### src/rtl/combo_lock_datapath_if.sv
// Bundle of the lock datapath's control inputs from the FSM/conditioning logic
// and its comparison/display outputs.
interface combo_lock_datapath_if;
   logic [3:0] Digit;
   logic       Validate;
   logic       Change;
   logic       ShiftA;
   logic       ShiftB;
   logic       ResetA;
   logic [2:0] Selector;
   logic       Pass;
   logic       Reverse;
   logic [3:0] An;
   logic [6:0] Seg;

   modport master (
      output Digit, Validate, Change, ShiftA, ShiftB, ResetA, Selector,
      input  Pass, Reverse, An, Seg
   );

   modport slave (
      input  Digit, Validate, Change, ShiftA, ShiftB, ResetA, Selector,
      output Pass, Reverse, An, Seg
   );
endinterface

### src/rtl/combo_lock_datapath.sv
// Combination lock datapath: entered-code register A, staging register S and
// stored code B, Pass/Reverse comparison, and multiplexed 7-segment display.
module combo_lock_datapath #(
   parameter logic [15:0] DEFAULT_CODE = 16'h1234,
   parameter int unsigned REFRESH_BITS = 18
) (
   input logic                  Clock,
   input logic                  Reset,
   combo_lock_datapath_if.slave Lock
);

   localparam logic [6:0] SEG_L     = 7'b1000111;
   localparam logic [6:0] SEG_O     = 7'b1000000;
   localparam logic [6:0] SEG_C     = 7'b1000110;
   localparam logic [6:0] SEG_K     = 7'b0001010;
   localparam logic [6:0] SEG_P     = 7'b0001100;
   localparam logic [6:0] SEG_A     = 7'b0001000;
   localparam logic [6:0] SEG_S     = 7'b0010010;
   localparam logic [6:0] SEG_F     = 7'b0001110;
   localparam logic [6:0] SEG_I     = 7'b1111001;
   localparam logic [6:0] SEG_DASH  = 7'b0111111;
   localparam logic [6:0] SEG_BLANK = 7'h7F;

   logic [15:0]             a_q, a_d;
   logic [15:0]             s_q, s_d;
   logic [15:0]             b_q, b_d;
   logic [1:0]              cnt_q, cnt_d;
   logic [REFRESH_BITS-1:0] refresh_q, refresh_d;
   logic [3:0]              an_q, an_d;
   logic [6:0]              seg_q, seg_d;
   logic [15:0]             rev_b;
   logic [15:0]             src;
   logic [1:0]              k, q, idx;

   function automatic logic [6:0] hex7(input logic [3:0] v);
      case (v)
         4'h0: return 7'b1000000;
         4'h1: return 7'b1111001;
         4'h2: return 7'b0100100;
         4'h3: return 7'b0110000;
         4'h4: return 7'b0011001;
         4'h5: return 7'b0010010;
         4'h6: return 7'b0000010;
         4'h7: return 7'b1111000;
         4'h8: return 7'b0000000;
         4'h9: return 7'b0010000;
         4'hA: return 7'b0001000;
         4'hB: return 7'b0000011;
         4'hC: return 7'b1000110;
         4'hD: return 7'b0100001;
         4'hE: return 7'b0000110;
         default: return 7'b0001110;
      endcase
   endfunction

   // Entered-code shifting plus staged new-code entry committing on the fourth digit
   always_comb begin
      a_d   = a_q;
      s_d   = s_q;
      b_d   = b_q;
      cnt_d = cnt_q;
      if (Lock.ResetA)
         a_d = '0;
      else if (Lock.ShiftA && Lock.Change)
         a_d = '0;
      else if (Lock.ShiftA && Lock.Validate)
         a_d = {a_q[11:0], Lock.Digit};
      if (!Lock.ShiftB) begin
         cnt_d = '0;
      end else if (Lock.Change) begin
         cnt_d = '0;
         s_d   = '0;
      end else if (Lock.Validate) begin
         if (cnt_q == 2'd3) begin
            b_d   = {s_q[11:0], Lock.Digit};
            s_d   = '0;
            cnt_d = '0;
         end else begin
            s_d   = {s_q[11:0], Lock.Digit};
            cnt_d = cnt_q + 2'd1;
         end
      end
   end

   // Code registers; B falls back to the default code on every reset
   always_ff @(posedge Clock or posedge Reset) begin
      if (Reset) begin
         a_q   <= '0;
         s_q   <= '0;
         b_q   <= DEFAULT_CODE;
         cnt_q <= '0;
      end else begin
         a_q   <= a_d;
         s_q   <= s_d;
         b_q   <= b_d;
         cnt_q <= cnt_d;
      end
   end

   assign rev_b        = {b_q[3:0], b_q[7:4], b_q[11:8], b_q[15:12]};
   assign Lock.Pass    = (a_q == b_q);
   assign Lock.Reverse = (a_q == rev_b) && (b_q != rev_b);

   // Glyph for the position k currently addressed by the refresh counter.
   // In entry modes q is the live-digit position; positions left of it show
   // earlier digits, most recent (nibble 0) adjacent to q.
   always_comb begin
      k         = refresh_q[REFRESH_BITS-1 -: 2];
      q         = 2'(3'd4 - Lock.Selector);
      idx       = k - q - 2'd1;
      src       = Lock.ShiftB ? s_q : a_q;
      refresh_d = refresh_q + {{(REFRESH_BITS-1){1'b0}}, 1'b1};
      an_d      = ~(4'b0001 << k);
      seg_d     = SEG_DASH;
      case (Lock.Selector)
         3'b000: case (k)
            2'd3: seg_d = SEG_L;
            2'd2: seg_d = SEG_O;
            2'd1: seg_d = SEG_C;
            default: seg_d = SEG_K;
         endcase
         3'b101: seg_d = SEG_BLANK;
         3'b110: case (k)
            2'd3: seg_d = SEG_P;
            2'd2: seg_d = SEG_A;
            default: seg_d = SEG_S;
         endcase
         3'b111: case (k)
            2'd3: seg_d = SEG_F;
            2'd2: seg_d = SEG_A;
            2'd1: seg_d = SEG_I;
            default: seg_d = SEG_L;
         endcase
         default: begin
            if (k == q)
               seg_d = hex7(Lock.Digit);
            else if (k > q)
               seg_d = hex7(src[{idx, 2'b00} +: 4]);
         end
      endcase
   end

   // Refresh counter and registered display drive
   always_ff @(posedge Clock or posedge Reset) begin
      if (Reset) begin
         refresh_q <= '0;
         an_q      <= '1;
         seg_q     <= '1;
      end else begin
         refresh_q <= refresh_d;
         an_q      <= an_d;
         seg_q     <= seg_d;
      end
   end

   assign Lock.An  = an_q;
   assign Lock.Seg = seg_q;

endmodule

### src/flat_wrapper.sv
// flat-port wrapper written by rule: the top's interface ports become plain ports
module combo_lock_datapath_flat 
#(
   parameter logic [15:0] DEFAULT_CODE = 16'h1234,
   parameter int unsigned REFRESH_BITS = 18
)
  (Clock, Reset, Lock_Digit, Lock_Validate, Lock_Change, Lock_ShiftA, Lock_ShiftB, Lock_ResetA, Lock_Selector, Lock_Pass, Lock_Reverse, Lock_An, Lock_Seg);
  combo_lock_datapath_if Lock_i ();
  input logic Clock;
  input logic Reset;
  input wire logic [$bits(Lock_i.Digit)-1:0] Lock_Digit;
  input wire logic [$bits(Lock_i.Validate)-1:0] Lock_Validate;
  input wire logic [$bits(Lock_i.Change)-1:0] Lock_Change;
  input wire logic [$bits(Lock_i.ShiftA)-1:0] Lock_ShiftA;
  input wire logic [$bits(Lock_i.ShiftB)-1:0] Lock_ShiftB;
  input wire logic [$bits(Lock_i.ResetA)-1:0] Lock_ResetA;
  input wire logic [$bits(Lock_i.Selector)-1:0] Lock_Selector;
  output wire logic [$bits(Lock_i.Pass)-1:0] Lock_Pass;
  output wire logic [$bits(Lock_i.Reverse)-1:0] Lock_Reverse;
  output wire logic [$bits(Lock_i.An)-1:0] Lock_An;
  output wire logic [$bits(Lock_i.Seg)-1:0] Lock_Seg;
  assign Lock_i.Digit = Lock_Digit;
  assign Lock_i.Validate = Lock_Validate;
  assign Lock_i.Change = Lock_Change;
  assign Lock_i.ShiftA = Lock_ShiftA;
  assign Lock_i.ShiftB = Lock_ShiftB;
  assign Lock_i.ResetA = Lock_ResetA;
  assign Lock_i.Selector = Lock_Selector;
  assign Lock_Pass = Lock_i.Pass;
  assign Lock_Reverse = Lock_i.Reverse;
  assign Lock_An = Lock_i.An;
  assign Lock_Seg = Lock_i.Seg;
  combo_lock_datapath #(.DEFAULT_CODE(DEFAULT_CODE), .REFRESH_BITS(REFRESH_BITS)) u_core (.Clock(Clock), .Reset(Reset), .Lock(Lock_i));
endmodule
### config.mk
export PLATFORM = sky130hd
export DESIGN_NAME = combo_lock_datapath_flat
export DESIGN_NICKNAME = d
export VERILOG_FILES = /design/src/rtl/combo_lock_datapath_if.sv /design/src/rtl/combo_lock_datapath.sv /design/src/flat_wrapper.sv
export SDC_FILE = /design/constraint.sdc
export NUM_CORES = 1
export LEC_CHECK = 0
export CORE_MARGIN = 4
export CORE_UTILIZATION = 50
export CTS_CLUSTER_DIAMETER = 60
export DETAILED_ROUTE_END_ITERATION = 12
export PLACE_DENSITY = 0.69
export SLEW_MARGIN = 20
export SYNTH_ARGS = -nofsm -noshare
export SYNTH_HDL_FRONTEND = slang
export SYNTH_SLANG_ARGS = --single-unit
### constraint.sdc
create_clock -name Clock -period 5.55 [get_ports Clock]
set_clock_uncertainty 0.05 [all_clocks]
set_input_delay 1.665 -clock Clock [delete_from_list [all_inputs] [get_ports Clock]]
set_output_delay 1.665 -clock Clock [all_outputs]
set_load 0.02 [all_outputs]
==> run metrics <==
outcome finished, final reports clean; top-level I/O count 27; max_cap viols 0; initial core utilization 0.520; placed insts 604; grt ovf 0; worst-margin pin slew 932 ps; synthesized instance count 465; mux cell area share after synthesis 0.131; Main synth FF type dfrtp_1; Power Density 216 mW/mm2; synthesized flop and latch total 79; XOR/XNOR Fraction of Synth Area 0.104; die area 0.0114 mm2; Clk pin slew, worst setup/hold paths 80 ps; Iteration-0 DRC Markers a little under 200; initial antenna violation count 0; crit-path cells clkdlybuf4s50_1, inv_1, ha_1, inv_1, ha_1, xor2_1, mux4_2, clkinv_1, ha_1, inv_1, o22a_1, o2111ai_1, a21o_1; setup_tns 0 ps; VDD IR-drop max 97.5 uV; FF-to-FF path depth 9; Post-synth EDFFs 0; final hold vios 0; Clock Sinks between 70 and 80; CP endpoint kind flip-flop; GRT Resource Usage Total 0.203; # DRC 0; ant diodes 0; routed vias 3,570; Routed wire per std cell 17.4 um; average size of a mapped cell 10.5 um2; number of H-tree levels 3; max_slew headroom 0.378; fin crit share 0.856; post-route cell area 0.00542 mm2; CP required 5790 ps; WHS Path Cells 1; first-pass GRT wire length roughly 18,000 um; compound-gate portion of the synthesized area 0.123; layout cells sized above 1 0.145; Adder-Cell Fraction of Synth Area 0.0642; Synth Cell Area 0.00487 mm2; Slowest-stage cell, CP xor2_1; worst-skew pair later-pin latency 360 ps; RSZ-0062 raised after global routing no; Tightest Hold Check Type flip-flop to flip-flop; highest attainable clock frequency 210 MHz; Resized Gates After CTS 0; largest net degree at the start of global routing 75; CTS buffer count 9; Final HPWL DP 7680 um; startpoint types primary input; Row Count 35; I/O Buffers 26; hold_buf cts 0; total core area 0.00937 mm2; leakage 2.48 nW; Die Y between 100 and 150 um; Simple-Gate Fraction of Synth Area 0.129; DRT Wirelength 10,800 um; Root Driver clkbuf_8; worst setup path class primary input to flip-flop; final slew viol count 0; area growth from synthesis to layout 11.3%; Via density 5.76; utilization after layout 0.578; Storage cell area between 0.0015 and 0.002 mm2; area of the multi-input gates 0.00269 mm2; number of synthesis warnings 0; fillcell total 841; Hold WS 398 ps; DIE WIDTH 107 um; vias in the first global route around 3,500; Layout Cells excl Fill 620; nets@finish 525; CP arrival about 5000 ps; minimum clock period after layout approximately 4800 ps; main combinational cell family by area after synthesis multiplexers; Post-Syn Nets 504; DR pass1 iterations 5; CP peak stage delay 550 ps; setup bufs post-CTS 0; synth unique cells between 50 and 60; ANT nets after route 0; gpl congestion 0.926; fraction of registers with async set/reset 1.00; # setup viols final 0; post-synthesis sequential area ratio 0.410; CTS max path bufs 2; DP Area 0.00524 mm2; CP max FO 8; CTS tree yes
-- Yosys cell counts (2+ instances only) --
| cell type | count | share of area |
|---|---|---|
| a221o_1 | 2 | 0.0041 |
| mux2_2 | 13 | 0.030 |
| a22oi_1 | 6 | 0.0092 |
| mux2i_1 | 11 | 0.023 |
| a22o_1 | 16 | 0.029 |
| nand3_1 | 11 | 0.011 |
| mux2_1 | 11 | 0.025 |
| a211o_1 | 2 | 0.0036 |
| nor4_1 | 7 | 0.0090 |
| nand2b_1 | 5 | 0.0064 |
| nor2b_1 | 4 | 0.0051 |
| a21o_1 | 3 | 0.0046 |
| and4_1 | 2 | 0.0036 |
| mux4_2 | 8 | 0.037 |
| o211ai_1 | 2 | 0.0031 |
| buf_6 | 2 | 0.0046 |
| nor3b_1 | 12 | 0.019 |
| inv_1 | 20 | 0.015 |
| dfstp_2 | 16 | 0.086 |
| clkbuf_1 | 17 | 0.013 |
| buf_2 | 3 | 0.0031 |
| nor3_1 | 5 | 0.0051 |
| mux2_4 | 5 | 0.015 |
| o21ai_1 | 6 | 0.0062 |
| ha_1 | 25 | 0.064 |
| a21oi_1 | 21 | 0.022 |
| o21a_1 | 5 | 0.0077 |
| nand2_1 | 27 | 0.021 |
| xor2_1 | 27 | 0.049 |
| xnor2_1 | 31 | 0.056 |
| dfrtp_1 | 63 | 0.32 |
| o21ai_0 | 15 | 0.015 |
| o2111ai_1 | 2 | 0.0036 |
| nand4_1 | 10 | 0.013 |
| nor2_1 | 29 | 0.022 |
-- layout by cell type (no fill, tap or decap), drive strengths merged, types with 3 or more instances in the layout --
cell type      instances
mux2i                 11
clkdlybuf4s50         26
clkinvlp               4
o21ai                 21
a21oi                 21
nor3                   5
inv                   22
mux4                   8
a21o                   3
dfrtp                 63
o21a                   5
clkbuf                10
dfstp                 16
or2                    3
nand3                 11
nor2                  29
nor4                   7
nor3b                 12
ha                    25
nand4                 10
nand2                 27
a22o                  16
xor2                  27
mux2                  29
nor2b                  4
xnor2                 31
buf                    7
a22oi                  6
nand2b                 5
-- critical path: cells and delay by family --
family / cells / cell delay, ps
xor gates and xnor gates: 1 / 550
muxes: 1 / 440
buffers and inverters: 5 / 880
AOI/OAI and AO/OA: 3 / 460
adders and majority gates: 3 / 1000
-- stage by stage --
stage	setup slack [ps]	power [mW]
6_report	799	1.17
5_1_grt	554	1.23
4_1_cts	807	1.19
3_5_place_dp	453	0.785
3_3_place_gp	570	0.782
2_1_floorplan	1350	0.727
-- layer usage --
layer	global-route usage	share of wire	vias to the layer above
met5	0	0	-
met4	0.0822	0.023	0
met3	0.0494	0.051	24
met2	0.299	0.45	98
met1	0.288	0.48	1758
li1	-	-	1690
-- area by class of cell --
type,instances,area share
Clock inverter,6,0.00808
Clock buffer,10,0.0254
Tap cell,129,0.0298
Sequential cell,79,0.368
Inverter,22,0.0152
Multi-Input combinational cell,341,0.495
Timing Repair Buffer,33,0.0577
-- cells by family (layout without fill, tap and decap cells) --
family / Yosys count / after routing
and+or+nand+nor: 121 / 121
xor gates and xnor gates: 58 / 58
adders and majority gates: 25 / 25
muxes: 48 / 48
AOI/OAI and AO/OA: 89 / 89
DFF: 79 / 79
buffers and inverters: 45 / 71
-- state kept, by name, indices dropped and copies added (netlist names) --
| signal | flops |
|---|---|
| u_core.b_q | 16 |
| u_core.s_q | 16 |
| u_core.Lock.An | 4 |
| u_core.Lock.Seg | 7 |
| u_core.a_q | 16 |
| u_core.cnt_q | 2 |
| u_core.refresh_q | 18 |
-- final timing paths --
path	from	endpoint	slack, ps
min reg2reg	u_core.refresh_q[0]$_DFF_PP0_	u_core.refresh_q[0]$_DFF_PP0_	400
max	Lock_Selector[0]	u_core.Lock.Seg[3]$_DFF_PP1_	800
min in group asynchronous	Reset	u_core.refresh_q[13]$_DFF_PP0_	1440
max reg2reg	u_core.refresh_q[17]$_DFF_PP0_	u_core.Lock.Seg[3]$_DFF_PP1_	2560
min	u_core.refresh_q[0]$_DFF_PP0_	u_core.refresh_q[0]$_DFF_PP0_	400
max in group asynchronous	Reset	u_core.s_q[1]$_DFFE_PP0P_	2880
-- power by group --
| group | total (mW) | internal (mW) | leakage (nW) | switching [mW] |
|---|---|---|---|---|
| logic | 0.167 | 0.0717 | 1.37 | 0.0948 |
| registers | 0.607 | 0.594 | 1.03 | 0.0127 |
| clock network | 0.400 | 0.175 | 0.0809 | 0.225 |
| total | 1.17 | 0.841 | 2.48 | 0.332 |
Note: power is estimated with default switching activity, not from simulation.
